File: config.mk
export PLATFORM = sky130hd
export DESIGN_NAME = score_display
export DESIGN_NICKNAME = d
export VERILOG_FILES = /design/src/rtl/score_display_pkg.sv /design/src/rtl/score_display_seg7_decoder.sv /design/src/rtl/score_display.sv
export SDC_FILE = /design/constraint.sdc
export NUM_CORES = 1
export LEC_CHECK = 0
export CAP_MARGIN = 20
export CORE_MARGIN = 3
export CORE_UTILIZATION = 40
export DETAILED_ROUTE_END_ITERATION = 6
export PLACE_DENSITY = 0.71
export SYNTH_ARGS = -nofsm -noshare
export SYNTH_HDL_FRONTEND = slang
export SYNTH_SLANG_ARGS = --single-unit
File: constraint.sdc
create_clock -name clk_i -period 1.8 [get_ports clk_i]
set_input_delay 0.36 -clock clk_i [delete_from_list [all_inputs] [get_ports clk_i]]
set_output_delay 0.36 -clock clk_i [all_outputs]
set_load 0.01 [all_outputs]
File: src/rtl/score_display_pkg.sv
// Shared types and constants for the score display: FSM states, segment
// patterns, clamp limit and digit-enable codes.
package score_display_pkg;

    typedef enum logic [1:0] {
        ST_IDLE = 2'd0,
        ST_CONV = 2'd1,
        ST_LOAD = 2'd2
    } state_e;

    // Active-high segments, bit0=a ... bit6=g
    localparam logic [6:0] SEG_0     = 7'h3F;
    localparam logic [6:0] SEG_1     = 7'h06;
    localparam logic [6:0] SEG_2     = 7'h5B;
    localparam logic [6:0] SEG_3     = 7'h4F;
    localparam logic [6:0] SEG_4     = 7'h66;
    localparam logic [6:0] SEG_5     = 7'h6D;
    localparam logic [6:0] SEG_6     = 7'h7D;
    localparam logic [6:0] SEG_7     = 7'h07;
    localparam logic [6:0] SEG_8     = 7'h7F;
    localparam logic [6:0] SEG_9     = 7'h6F;
    localparam logic [6:0] SEG_BLANK = 7'h00;

    localparam int CLAMP_MAX = 99;

    localparam logic [1:0] DIG_UNITS = 2'b01;
    localparam logic [1:0] DIG_TENS  = 2'b10;

    // Double-dabble correction: add 3 to every BCD nibble that is >= 5
    function automatic logic [7:0] dd_adjust(input logic [7:0] b);
        logic [7:0] r;
        r = b;
        if (r[3:0] >= 4'd5) r[3:0] = r[3:0] + 4'd3;
        if (r[7:4] >= 4'd5) r[7:4] = r[7:4] + 4'd3;
        return r;
    endfunction

endpackage

File: src/rtl/score_display_seg7_decoder.sv
// BCD nibble to 7-segment pattern; non-decimal nibbles are blank.
module seg7_decoder
    import score_display_pkg::*;
(
    input  logic [3:0] nibble_i,
    output logic [6:0] seg_o
);

    always_comb begin
        seg_o = SEG_BLANK;
        case (nibble_i)
            4'd0: seg_o = SEG_0;
            4'd1: seg_o = SEG_1;
            4'd2: seg_o = SEG_2;
            4'd3: seg_o = SEG_3;
            4'd4: seg_o = SEG_4;
            4'd5: seg_o = SEG_5;
            4'd6: seg_o = SEG_6;
            4'd7: seg_o = SEG_7;
            4'd8: seg_o = SEG_8;
            4'd9: seg_o = SEG_9;
            default: seg_o = SEG_BLANK;
        endcase
    end

endmodule

File: src/rtl/score_display.sv
// Binary score to two BCD digits via a one-step-per-cycle double-dabble,
// driving a time-multiplexed two-digit 7-segment display.
module score_display
    import score_display_pkg::*;
#(
    parameter int BW         = 7,
    parameter int REFRESH_BW = 10
) (
    input  logic          clk_i,
    input  logic          rst_i,
    input  logic [BW-1:0] value_i,
    output logic [6:0]    seg_o,
    output logic [1:0]    digit_en_o,
    output logic [7:0]    bcd_o,
    output logic          busy_o
);

    localparam int IW = (BW > 1) ? $clog2(BW) : 1;

    state_e                state_q;
    logic [BW-1:0]         shifter_q;
    logic [7:0]            bcd_work_q;
    logic [IW-1:0]         iter_q;
    logic [BW-1:0]         cap_q;
    logic [BW-1:0]         last_q;
    logic [7:0]            bcd_q;
    logic                  busy_q;
    logic [REFRESH_BW-1:0] refresh_q;
    logic [1:0]            digit_en_q;

    logic [BW-1:0]         clamped_d;
    logic [7:0]            bcd_adj_d;
    logic [7:0]            bcd_work_d;
    logic [BW-1:0]         shifter_d;

    // Three BCD digits would be needed above 99, so larger inputs saturate
    always_comb begin
        clamped_d = value_i;
        if (32'(value_i) > CLAMP_MAX) clamped_d = BW'(CLAMP_MAX);
    end

    always_comb begin
        bcd_adj_d  = dd_adjust(bcd_work_q);
        bcd_work_d = {bcd_adj_d[6:0], shifter_q[BW-1]};
        shifter_d  = {shifter_q[BW-2:0], 1'b0};
    end

    always_ff @(posedge clk_i) begin
        if (rst_i) begin
            state_q    <= ST_IDLE;
            shifter_q  <= '0;
            bcd_work_q <= '0;
            iter_q     <= '0;
            cap_q      <= '0;
            last_q     <= '1;
            bcd_q      <= '0;
            busy_q     <= 1'b0;
        end else begin
            case (state_q)
                ST_IDLE: begin
                    if (value_i != last_q) begin
                        cap_q      <= value_i;
                        shifter_q  <= clamped_d;
                        bcd_work_q <= '0;
                        iter_q     <= '0;
                        busy_q     <= 1'b1;
                        state_q    <= ST_CONV;
                    end
                end
                ST_CONV: begin
                    bcd_work_q <= bcd_work_d;
                    shifter_q  <= shifter_d;
                    iter_q     <= iter_q + IW'(1);
                    if (iter_q == IW'(BW - 1)) state_q <= ST_LOAD;
                end
                ST_LOAD: begin
                    // Remember the raw input so a held out-of-range value is not reconverted
                    bcd_q   <= bcd_work_q;
                    last_q  <= cap_q;
                    busy_q  <= 1'b0;
                    state_q <= ST_IDLE;
                end
                default: begin
                    busy_q  <= 1'b0;
                    state_q <= ST_IDLE;
                end
            endcase
        end
    end

    always_ff @(posedge clk_i) begin
        if (rst_i) begin
            refresh_q  <= '0;
            digit_en_q <= DIG_UNITS;
        end else begin
            refresh_q <= refresh_q + REFRESH_BW'(1);
            if (&refresh_q) digit_en_q <= {digit_en_q[0], digit_en_q[1]};
        end
    end

    logic       tens_sel;
    logic [3:0] nibble_sel;
    logic [6:0] dec_seg;

    assign tens_sel   = digit_en_q[1];
    assign nibble_sel = tens_sel ? bcd_q[7:4] : bcd_q[3:0];

    seg7_decoder u_dec (
        .nibble_i (nibble_sel),
        .seg_o    (dec_seg)
    );

    // Leading-zero blanking on the tens digit
    assign seg_o      = (tens_sel && bcd_q[7:4] == 4'd0) ? SEG_BLANK : dec_seg;
    assign digit_en_o = digit_en_q;
    assign bcd_o      = bcd_q;
    assign busy_o     = busy_q;

endmodule

Yosys cells after proc, flatten, opt, wreduce, memory -nomap -nowiden. Memories as Yosys holds them, arrays and structs flattened. Index checks and enable logic that the tools add are counted. Widths: inputs -> output; s select.

Order comparisons: 3. Bitwise gates (word level): 1. Reduce and logical (&&, ||, !) cells: 9. Multiplexer cells: 16. Equality and inequality tests: 6. Add/sub/neg operators: 4.

Operators with widths (number): $mux 7 (3); $pmux 8 s2 (1); $pmux 7 s2 (1); $add 10x1->10 const B (1); $reduce_and 10->1 (1); $ge 4x3->1 const B (2); $mux 4 (2); $mux 8 (1); $reduce_and 2->1 (4); $gt 7x7->1 const B (1); $ne 7x7->1 (1); $mux 3 (2); $pmux 3 s2 (1); $add 4x2->4 const B (1); $logic_not 4->1 (1); $mux 2 (2); $ne 2x2->1 const B (2); $pmux 2 s2 (1); $add 3x1->3 const B (1); $add 3x2->3 const B (1); $eq 3x3->1 const B (1); $eq 2x1->1 const B (1); $eq 2x2->1 const B (1); $logic_not 2->1 (1); other kinds (5) (5).

Memories kept: 1. Bits of input ports: 9. Memory bits (read-only): 112. Output and inout bits: 18. Flip-flop bits (word level): 55.

Memory list: (name not given) (depth 16, bits a word 7, rd ports 1, clocked after Yosys merged registers in 0, wr ports 0, RTL line score_display_seg7_decoder.sv:11) `case (nibble_i)`.

Depth between registers and ports, before layout.
Depth in word-level cells: 4. Depth in mapped cells: 7. Mapped depth without buffers: 6.

By module. Synthesis repeated with hierarchy kept, for this count alone.

Cells, all modules: 299. Area total of the unflattened synthesis: 2637.5 um^2.

By module, submodules not included: score_display (area each 2418.6 um^2, seq. area each 1101.1 um^2, times used 1, cells each 271); seg7_decoder (area each 219.0 um^2, seq. area each 0.0 um^2, times used 1, cells each 28).

Least setup slack after synthesis. No wires, ideal clock.

Path type: reg-to-output. Start point: reg digit_en_q[1], in the netlist digit_en_o[1]. End point: out seg_o[3]. Required time: 1.440 ns. Path slack: -0.131 ns. Cell stages (with the launch flop): 8. Arrival: 1.571 ns. Path through: dfxtp_1 > buf_2 > mux2i_1 > inv_1 > ha_1 > nand2_1 > o21ai_0 > a21oi_1.

Longest elaborated chain between the ends: 3. Elaborated cells on any way between the ends: 4. Those cells by class: mux (2); reduce/logical (1); memory (1).

Ends and longest elaborated chain: start: declaration (RTL line score_display.sv:29) `logic [1:0] digit_en_q;`; start signal: assignment (RTL line score_display.sv:97) `if (&refresh_q) digit_en_q <= {digit_en_q[0], digit_en_q[1]};`; $mux 4 (RTL line score_display.sv:106) `assign nibble_sel = tens_sel ? bcd_q[7:4] : bcd_q[3:0];`; $mem_v2 16x7; $mux 7 (*) (RTL line score_display.sv:114) `assign seg_o = (tens_sel && bcd_q[7:4] == 4'd0) ? SEG_BLANK : dec_seg;`; end: declaration (RTL line score_display.sv:12) `output logic [6:0] seg_o,`.

Every way passes the cells marked *; elsewhere a longest branch is shown, timed or not.

Worst setup path after layout. Ends and elaborated chain as after synthesis.

==> impl_summary.log <==
INFO  metric outcome = finished with violations
INFO  metric failed_checks = negative setup slack
INFO  metric synthArstFlopShare = 0%
INFO  metric use_met1 = about 20%
INFO  metric ys_seq_elements = 55
INFO  metric initial_antenna_violation_count = 0
INFO  metric finalClockSkew = approximately 0.0066 ns
INFO  metric timing.max_slew.rel_slack = between 70% and 80%
INFO  metric post_synth_instance_area = between 0.002 and 0.003 sq mm
INFO  metric die_width = 87.1 um
INFO  metric hold_path.class = register to register
INFO  metric post-route-period-util = 115%
INFO  metric clock_transition_at_path_regs = between 0.1 and 0.15 ns
INFO  metric detail-route-antenna-nets = 0
INFO  metric worstSetupEndpoint = seg_o[3]
INFO  metric i_o_pin_count = 27
INFO  metric cts_tree = done
INFO  metric clk_root_buffer_cell = clkbuf_8
INFO  metric starting_density_of_the_core = 42.9%
INFO  metric regToRegSetupSlack = between 0.2 and 0.3 ns
INFO  metric grt_remaining_overflow = 0
INFO  metric routabilityCongestion = slightly above 0.8
INFO  metric grt_setup_unrepaired = yes
INFO  metric crit_arrival = between 1.5 and 2 ns
INFO  metric met3_usage = ~3.4%
INFO  metric number_of_global_route_vias_before_repair = around 2200
INFO  metric design_power_total = roughly 2.2 mW
INFO  metric busiest_layer = met2
INFO  metric drv.max_cap_violation_count = 0
INFO  metric number_of_synthesis_warnings = 0
INFO  metric finalWorstSetupSlack = -0.274 ns
INFO  metric drt-vias-per-instance = between 5 and 6
INFO  metric start_of_the_worst_register_to_register_path = state_q[0]$_SDFFE_PP0P_
INFO  metric crit_path_max_fanout = 5
INFO  metric buffer_ports.inserted = 26
INFO  metric finish.net_count = 392
INFO  metric synth_unique_cells = between 40 and 50
INFO  metric crit_path_start = digit_en_o[1]$_SDFFE_PP0P_
INFO  metric clock_insertion_delay_worst_skew = 0.32 ns
INFO  metric final_period_minus_worst_setup_slack = just over 2 ns
INFO  metric fill_cells = 526
INFO  metric synth_cells = 307
INFO  metric p_per_area = ~630 mW/mm^2
INFO  metric cts_htree_levels = 2
INFO  metric clock_path_buffers = 2
INFO  metric worstSetupEndpointType = output port
INFO  metric core-area = 0.00613 sq mm
INFO  metric report.final.slew_viol_count = 0
INFO  metric track_usage = 16.3%
INFO  metric cts_sinks = 55
INFO  metric fin_setup_tns = -1.79 ns
INFO  metric worst_ir_drop_vdd = ~0.0005 V
INFO  metric hold_viol = 0
INFO  metric tritoncts_buffer_count = 5
INFO  metric timing.setup.critical_path_class = register to output port
INFO  metric share_of_post_route_cells_with_drive_strength_above_1 = roughly a quarter
INFO  metric detailedPlacementHpwl = between 4000 and 5000 um
INFO  metric synth_edf_count = 0
INFO  metric timing.critical_path.required = ~1.4 ns
INFO  metric lkg_pwr = 1.43 nW
INFO  metric crit_start_category = register
INFO  metric areaGrowthSynthToFinish = 32.7%
INFO  metric avgSynthCellArea = between 8 and 9 sq um
INFO  metric postCtsHoldBufs = 0
INFO  metric clock.fmax = 482 MHz
INFO  metric wire_length_of_the_first_global_routing_pass = approximately 10000 um
INFO  metric synth-main-ff-cell = dfxtp_1
INFO  metric most-common-layout-cells = nand2_1, dfxtp_1, buf_4, a21oi_1, clkdlybuf4s50_1
INFO  metric yosysSeqAreaShare = between 40% and 50%
INFO  metric vias = 2331
INFO  metric synth.net_count = 327
INFO  metric grt_util_met2 = 28.6%
INFO  metric r2r-end = shifter_q[6]$_SDFFE_PP0P_
INFO  metric setup-violations-final = 7
INFO  metric std_cell_rows = 28
INFO  metric wl_per_cell = between 10 and 15 um
INFO  metric grt_max_degree = 27
INFO  metric tightest_slew = 0.399 ns
INFO  metric mostFrequentLayoutCell = nand2_1
INFO  metric firstDrtPassIters = 4
INFO  metric initialDrtViolationCount = 97
INFO  metric detail_route.drc_violations = 0
INFO  metric n_antenna_cell = 0
INFO  metric routed_wirelength = between 5000 and 6000 um
INFO  metric worst_r2r_path_depth = 4
INFO  metric chipHeight = 87.1 um
INFO  metric die-area = between 0.007 and 0.008 sq mm
-- state kept, by name, indices dropped and copies added (netlist names) --
name        count
bcd_o           8
state_q         2
bcd_work_q      8
digit_en_o      2
refresh_q      10
shifter_q       7
iter_q          3
busy_o          1
last_q          7
cap_q           7
-- worst max-delay path, cell delays in order, from the launching register on --
cell     delay, ns
dfxtp_4       0.43
mux2i_4       0.32
inv_2         0.10
ha_4          0.18
nand2_4       0.05
o21ai_2       0.05
a21oi_1       0.12
buf_2         0.14
-- worst min path at each step --
stage / start / endpoint / slack, ns / depth (start not counted)
floorplan: refresh_q[0]$_SDFF_PP0_ / refresh_q[0]$_SDFF_PP0_ / 0.42 / 1
global placement: refresh_q[0]$_SDFF_PP0_ / refresh_q[0]$_SDFF_PP0_ / 0.43 / 1
detailed placement: refresh_q[0]$_SDFF_PP0_ / refresh_q[0]$_SDFF_PP0_ / 0.44 / 1
CTS: refresh_q[0]$_SDFF_PP0_ / refresh_q[0]$_SDFF_PP0_ / 0.45 / 1
global route: refresh_q[0]$_SDFF_PP0_ / refresh_q[0]$_SDFF_PP0_ / 0.48 / 1
finish: refresh_q[0]$_SDFF_PP0_ / refresh_q[0]$_SDFF_PP0_ / 0.45 / 1
-- metrics by stage --
step	cell area [sq um]	util (%)	std cells	worst slack [ns]	hold slack [ns]
after floorplan	2660	-	307	0.0178	0.418
after global placement	3220	52.5	432	-0.467	0.430
after detailed placement	3220	52.5	432	-0.507	0.436
after CTS	3360	54.8	445	-0.280	0.454
after global routing	3490	56.9	448	-0.379	0.475
final	3490	56.9	448	-0.274	0.454
-- metal layers --
layer,share of wire (%),wire (um),vias to the layer above
li1,-,-,1200
met1,46,2700,1087
met2,49,2910,38
met3,4.1,239,6
met4,0.81,48,0
met5,0,0,-
-- synthesized netlist by cell type, types with 2 or more instances --
master | number | share of area, %
xor2_1 | 5 | 1.7
a31oi_1 | 2 | 0.48
a31o_2 | 2 | 0.67
o21ai_0 | 11 | 2.1
or3_1 | 3 | 0.71
xnor2_1 | 11 | 3.7
nor4_1 | 2 | 0.48
nand2_1 | 61 | 8.7
nand4b_1 | 2 | 0.67
o221ai_1 | 5 | 1.7
nand4_1 | 2 | 0.48
inv_1 | 17 | 2.4
clkbuf_1 | 4 | 0.57
dfxtp_1 | 55 | 42
buf_2 | 3 | 0.57
buf_1 | 3 | 0.43
nor3_1 | 6 | 1.1
o2111a_1 | 2 | 0.86
nor2b_1 | 2 | 0.48
nor2_1 | 16 | 2.3
nor3b_1 | 2 | 0.57
mux2i_1 | 13 | 4.9
o21ai_1 | 2 | 0.38
nand3_1 | 16 | 3.0
a21oi_1 | 21 | 4.0
nand2b_1 | 4 | 0.95
a22o_1 | 6 | 2.0
ha_1 | 11 | 5.2
and3_1 | 2 | 0.48
-- area by class of cell --
class / instances / area (sq um) / area share [%]
clock buffer: 5 / 68.8 / 1.97
clock inverter: 3 / 28.8 / 0.825
inverter: 17 / 66.3 / 1.90
multi-input combinational: 224 / 1550 / 44.4
sequential: 55 / 1110 / 31.8
tap: 75 / 93.8 / 2.69
timing repair buffer: 69 / 573 / 16.4
-- power by group --
group	switching, mW	internal [mW]
combinational	0.0948	0.0931
clock	0.449	0.290
sequential	0.0262	1.25
total	0.570	1.63
-- logic make-up (layout without fill, tap and decap cells) --
kind of cell | Yosys count | in the layout | share of synthesized area [%]
XOR/XNOR | 16 | 16 | 5.33
flip-flops | 55 | 55 | 41.9
multiplexers | 15 | 15 | 6.23
AND/OR/NAND/NOR | 122 | 122 | 21.2
AO/OA/AOI/OAI | 60 | 60 | 15.7
adder cells (fa/ha/maj) | 11 | 11 | 5.24
buffers and inverters | 28 | 94 | 4.43
-- repair_timing --
item                       CTS  global route
setup endpoints to repair    8            13
pin swaps                    5            11
hold endpoints to repair     0             0
gates resized for setup     44            28
setup buffers                5             3
Power figures use the tool's default switching activity.
